<file path="src/rtl/inst_fetch_buf.sv">
// inst_fetch_buf: PC owner and ROM fetch front end feeding decode through a small {pc, inst} FIFO.
// Optional misaligned-fetch marking and halt enabled by defining FETCH_ADEL_CHECK_EN.
module inst_fetch_buf #(
  parameter int          DEPTH    = 4,
  parameter logic [31:0] RESET_PC = 32'h0000_0000
) (
  input  logic        clk,
  input  logic        rst,
  input  logic        flush,
  input  logic [31:0] new_pc,
  input  logic        branch_flag,
  input  logic [31:0] branch_target_addr,
  output logic        rom_ce,
  output logic [31:0] rom_addr,
  input  logic [31:0] rom_inst,
  output logic        id_valid,
  input  logic        id_ready,
  output logic [31:0] id_pc,
`ifdef FETCH_ADEL_CHECK_EN
  output logic        id_adel,
`endif
  output logic [31:0] id_inst
);
  localparam int AW = $clog2(DEPTH);
  logic [31:0] r_pcs [DEPTH];
  logic [31:0] r_insts [DEPTH];
  logic [31:0] r_pc;
  logic        r_ce;
  logic [AW:0] r_cnt;
  logic [AW-1:0] r_rd, r_wr;
  logic        w_redirect, w_pop, w_push, w_full, w_halt, w_mis;
  logic [31:0] w_inst;
`ifdef FETCH_ADEL_CHECK_EN
  logic r_halt;
  logic r_adels [DEPTH];
  assign w_halt = r_halt;
  assign w_mis = r_pc[1:0] != 2'b00;
  assign id_adel = id_valid && r_adels[r_rd];
  always_ff @(posedge clk)
    if (rst || w_redirect) r_halt <= 1'b0;
    else if (w_push && w_mis) r_halt <= 1'b1;
  always_ff @(posedge clk)
    if (w_push) r_adels[r_wr] <= w_mis;
`else
  assign w_halt = 1'b0;
  assign w_mis = 1'b0;
`endif
  assign rom_ce = r_ce;
  assign rom_addr = r_pc;
  assign w_redirect = flush || branch_flag;
  assign w_full = r_cnt == (AW+1)'(DEPTH);
  assign id_valid = r_cnt != '0;
  assign w_pop = id_valid && id_ready;
  assign w_push = r_ce && !w_redirect && !w_halt && (!w_full || w_pop);
  // A misaligned fetch is replaced by a zero word carrying the adel flag.
  assign w_inst = w_mis ? 32'h0 : rom_inst;
  assign id_pc = id_valid ? r_pcs[r_rd] : 32'h0;
  assign id_inst = id_valid ? r_insts[r_rd] : 32'h0;
  always_ff @(posedge clk)
    if (w_push) begin
      r_pcs[r_wr] <= r_pc;
      r_insts[r_wr] <= w_inst;
    end
  always_ff @(posedge clk)
    if (rst) begin
      r_pc <= RESET_PC;
      r_ce <= 1'b0;
      r_cnt <= '0;
      r_rd <= '0;
      r_wr <= '0;
    end else begin
      r_ce <= 1'b1;
      if (w_redirect) begin
        r_pc <= flush ? new_pc : branch_target_addr;
        r_cnt <= '0;
        r_rd <= '0;
        r_wr <= '0;
      end else begin
        if (w_push) begin
          r_pc <= r_pc + 32'd4;
          r_wr <= r_wr + 1'b1;
        end
        if (w_pop) r_rd <= r_rd + 1'b1;
        if (w_push && !w_pop) r_cnt <= r_cnt + 1'b1;
        else if (w_pop && !w_push) r_cnt <= r_cnt - 1'b1;
      end
    end
endmodule

</file>
<file path="config.mk">
export PLATFORM = sky130hd
export DESIGN_NAME = inst_fetch_buf
export DESIGN_NICKNAME = d
export VERILOG_FILES = /design/src/rtl/inst_fetch_buf.sv
export SDC_FILE = /design/constraint.sdc
export NUM_CORES = 1
export LEC_CHECK = 0
export BUFFER_PORTS_ARGS = -buffer_cell sky130_fd_sc_hd__buf_2
export CAP_MARGIN = 20
export CORE_MARGIN = 3
export CORE_UTILIZATION = 40
export CTS_CLUSTER_SIZE = 16
export DETAILED_ROUTE_END_ITERATION = 16
export GPL_TIMING_DRIVEN = 0
export PLACE_DENSITY = 0.65
export SETUP_SLACK_MARGIN = 0.02
export SYNTH_ARGS = -nofsm -noshare
export SYNTH_HDL_FRONTEND = slang
export SYNTH_SLANG_ARGS = --single-unit
</file>
<file path="constraint.sdc">
create_clock -name clk -period 4.25 [get_ports clk]
set_clock_uncertainty 0.1 [all_clocks]
set_input_delay 0 -clock clk [delete_from_list [all_inputs] [get_ports clk]]
set_output_delay 0 -clock clk [all_outputs]
set_load 0.1 [all_outputs]
</file>
**Word level (Yosys, flattened, before mapping)**

Memory sizes are Yosys's and may differ from the RTL's. A register that Yosys moved wholly into a read port is not among the register bits.
Cells that the tools add are included.

- Memory bits (writable): 256
- Memories kept: 2
- Register bits: 40
- Latch bits: 0
- Memory bits (read-only): 0

- Bitwise logic cells: 0
- Eq/ne operators: 1
- Divide/modulo/power cells: 0
- Multipliers: 0
- Mux-type cells: 14
- Reductions and logical operators: 15
- Order comparisons: 0
- Shift-type cells: 0
- Add/subtract/negate cells: 5

Memories:

| name | depth | width | rd ports | clocked after memory_dff | write ports | RTL line | source |
|---|---|---|---|---|---|---|---|
| r_insts | 4 | 32 | 1 | 1 | 1 | 26 | `logic [31:0] r_insts [DEPTH];` |
| r_pcs | 4 | 32 | 1 | 1 | 1 | 25 | `logic [31:0] r_pcs [DEPTH];` |

Operators with widths:

| cell | number |
|---|---|
| $mux 32 | 5 |
| $add 32x3->32 const B | 1 |
| $mux 2 | 4 |
| $mux 3 | 2 |
| $logic_and 1x1->1 | 5 |
| $add 2x1->2 const B | 2 |
| $logic_not 1->1 | 4 |
| $reduce_bool 2->1 | 2 |
| $add 3x1->3 const B | 1 |
| $eq 3x3->1 const B | 1 |
| $mux 1 | 3 |
| $reduce_bool 3->1 | 1 |
| $sub 3x1->3 const B | 1 |
| $logic_or 1x1->1 | 2 |
| $reduce_or 2->1 | 1 |

**Depth between registers and ports, before layout**

- Word-level depth: 8
- Mapped depth: 10

**Least setup slack after synthesis**

OpenSTA, ideal clock, no wires.

- Path type: register to register
- Start: register r_ce, in the netlist rom_ce
- End: memory r_insts[0][0] (enable)
- Required time: 3.721 ns
- Cell stages (with the launch flop): 6
- Buffers on the path: 2
- Arrival: 3.488 ns
- Library setup time: 0.429 ns
- Slack: 0.233 ns
- Cells stage by stage: dfxtp_1 -> inv_1 -> nor2_1 -> clkbuf_1 -> buf_2 -> and3_1

- Word-level cells in the longest chain between the ends: 4

RTL lines:

| element | RTL line | source |
|---|---|---|
| start, declared | 28 | `logic r_ce;` |
| start signal, assigned | 67 | `r_ce <= 1'b0;` |
| start signal, assigned | 72 | `r_ce <= 1'b1;` |
| $logic_and 1x1->1 (2 in a row) | 54 | `assign w_push = r_ce && !w_redirect && !w_halt && (!w_full \|\| w_pop);` |
| $mux 1 | 60 | `if (w_push) begin` |
| $mux 1 (implied by the code) | 62 | `r_insts[r_wr] <= w_inst;` |
| end, declared | 26 |  |

Every way passes these cells.

**Final worst setup path**

- Start: register r_pc[2], in the netlist rom_addr[2]
- End: register r_pc[8], in the netlist rom_addr[8]

- Word-level cells in the longest chain between the ends: 3

RTL lines:

| element | RTL line | source |
|---|---|---|
| start, declared | 27 | `logic [31:0] r_pc;` |
| start signal, assigned | 74 | `r_pc <= flush ? new_pc : branch_target_addr;` |
| start signal, assigned | 80 | `r_pc <= r_pc + 32'd4;` |
| $add 32x3->32 | 80 |  |
| $mux 32 | 79 | `if (w_push) begin` |
| $mux 32 | 73 | `if (w_redirect) begin` |

Every way passes these cells. The select of a mux whose other input is x is not followed.
A chain may end at the register's enable or synchronous reset.

==> results_dict.tcl <==
set metrics [dict create \
    synth_edf_count 256 \
    outcome "finished clean" \
    clkSinkCount 298 \
    fmax_mhz 276 \
    dr.first_iter.drc_count 643 \
    seq_area_frac_synth_pct 68.4 \
    antenna_found_initial 0 \
    ir_drop_v 0.000217 \
    crit_chain "ha_1 > nand4_1 > nor3_2 > nand3_1 > a222oi_1 > dlygate4sd3_1 > nor3_1 > dlygate4sd3_1" \
    power.density_nw_per_um2 422 \
    cts_tree "done" \
    antenna_cells 0 \
    final_max_slew_viol_count 0 \
    cap_violations 0 \
    finalNonFillerCells 1520 \
    post_drt_wl_per_cell_microns 21.8 \
    dp_cells 1354 \
    synthTopCellsByArea "edfxtp_1, mux4_2, dfxtp_1" \
    cp.required_ns 4.54 \
    ys.flop_type "edfxtp_1" \
    via_per_inst 5.43 \
    drc 0 \
    io_pins 199 \
    io_buffers 197 \
    rr_worst_depth 8 \
    h-tree-depth 2 \
    routabilityCongestion 0.859 \
    yosysTopAreaCellShare_pct 61.6 \
    clk_pin_slew_ns 0.06 \
    period_minus_slack_ns 3.63 \
    syn_avg_cell_area_sq_um 16.5 \
    die_h_microns 183 \
    syn-num-nets 865 \
    die_x_microns 183 \
    dieArea_sq_um 33300 \
    rows 64 \
    grt_first_pass_wirelength_mm 50.1 \
    vias 8246 \
    netlist_area_sq_um 12500 \
    ys_ff_latch 298 \
    path_delay_family "buffers and inverters" \
    p_leak_nw 5.84 \
    cts_made_buffers 34 \
    routed_wl_mm 33.1 \
    cpPeakStageDelay_ns 0.61 \
    yosysUniqueCellTypes 69 \
    path_buf_inv 2 \
    clockRootBuffer "clkbuf_16" \
    relSlewSlack_pct 43.7 \
    grt_setup_unrepaired "false" \
    drive_gt1_share_pct 31.1 \
    hold_class "primary input to flop" \
    cts_max_path_buffers 3 \
    finalCritPeriodShare_pct 85.4 \
    critPathKind "flop to flop" \
    fin_worst_hold_slack_ns 0.0579 \
    worst_slew_pin_slew_ns 0.845 \
    dpl.hpwl_mm 21.1 \
    worst_path_max_delay_cell "dlygate4sd3_1" \
    finalSetupViolations 0 \
    crit_top_cell "dlygate4sd3_1" \
    core-area_sq_um 30700 \
    synth_warnings 0 \
    ant_nets 0 \
    critPathMaxFanout 11 \
    critPathLaunchType "flop" \
    synthesis.instances 757 \
    overflow 0 \
    finalHoldViolations 0 \
    initial_core_util_pct 40.7 \
    firstDrtPassIters 8 \
    grtUsageTotal_pct 19.6 \
    grt_max_degree 49 \
    crit_arrival_ns 3.92 \
    grt_pass1_vias 8580 \
    holdPathStages 5 \
    cts_setup_buffers 0 \
    fin_nets 1207 \
    insertion_delay_ns 0.51 \
    synthArstFlopShare_pct 0 \
    end_kind "flop" \
    synthToLayoutAreaGrowth_pct 30.2 \
    cp_num_cells 8 \
    yosys.area.top_type "edfxtp_1" \
]
==> worst paths after layout <==
check                    from           end  slack (ns)
hold reg to reg       r_wr[1]       r_wr[1]        0.40
hold / removal    branch_flag  rom_addr[17]        0.06
setup / recovery  rom_addr[2]   rom_addr[8]        0.62
setup reg to reg  rom_addr[2]   rom_addr[8]        0.62
==> per-layer routing <==
metal | track usage [%] | up-vias | part of all wire (%)
met5 | 0 | - | 0
met4 | 7.07 | 0 | 3.3
met3 | 4.72 | 69 | 7.6
met2 | 31.6 | 392 | 48
met1 | 26.1 | 4064 | 41
li1 | - | 3721 | -
==> registers in the layout, summed over array words and instances (netlist names), named ones only <==
signal and flops:
r_rd 2, rom_addr 32, r_insts 128, r_wr 2
rom_ce 1, r_cnt 3, r_pcs 128
==> stage by stage <==
step | setup slack, ns | utilization (%) | power, W | setup TNS (ns) | instance area, sq um
after floorplan | 0.233 | - | 0.00376 | 0 | 12500
after detailed placement | 1.35 | 45.9 | 0.00395 | 0 | 14100
after global placement | -0.782 | 45.5 | 0.00394 | -193.94 | 14000
after CTS | 0.783 | 52.9 | 0.00691 | 0 | 16200
final | 0.622 | 52.9 | 0.00685 | 0 | 16200
after global routing | 0.462 | 52.9 | 0.00707 | 0 | 16200
==> cells in the mapped netlist, drive strengths merged (4+ instances only) <==
cell type and instances:
a211oi 10, nand2 25, o21ai 20, nor2 28, buf 23, a22oi 11, o211ai 6, xor2 4
o22ai 5, ha 6, a31oi 7, mux4 64, and2 65, dfxtp 42, nor3 9, mux2i 8
nand4 13, xnor2 4, nor4 7, a21oi 20, inv 14, a221oi 8, nand3 14, a222oi 4
clkbuf 26, edfxtp 256, and3 5, and4 8
==> layout by cell type, fill, tap and decap left out, types with 24 or more instances in the layout <==
master,synthesis,layout
and2_1,64,64
buf_2,12,209
clkbuf_1,26,31
clkbuf_16,0,37
dfxtp_1,42,42
dlygate4sd3_1,0,105
edfxtp_1,256,256
mux4_2,64,64
nand2_1,24,24
nor2_1,28,28
==> cell families (layout without fill, tap and decap cells) <==
family                     count (synthesis)  after routing  synth area share [%]
xor gates and xnor gates                   8              8                 0.562
buffers and inverters                     64            431                  2.48
muxes                                     72             72                  12.2
DFF                                      298            298                  68.4
AOI/OAI and AO/OA                        117            117                  6.60
and+or+nand+nor                          191            191                  9.00
adders and majority gates                  7              7                 0.763
==> worst min-delay path, cell delays in order <==
cell	delay (ns)
buf_2	0.08
or2_2	0.18
buf_6	0.18
a31o_2	0.12
a211oi_1	0.06
==> layout make-up <==
type	instances	area, sq um
plain buffers	50	256
clock buffers	42	945
clock inverters	19	160
fillers	2543	14400
inverters	14	52.6
multi-input cells	395	3650
flip-flops and latches	298	8530
well taps	396	495
repair buffers	306	2150
==> power breakdown <==
part	internal [W]	leakage (nW)	switching, W
Clock	0.00175	0.540	0.00112
Sequential	0.00323	2.66	0.0000666
Combinational	0.000219	2.64	0.000468
==> what timing repair did <==
action | 4_1_cts | 5_1_grt
resized for setup | 0 | 0
endpoints found under the hold margin | 165 | 0
hold buffers | 105 | 0
Power figures use the tool's default switching activity.
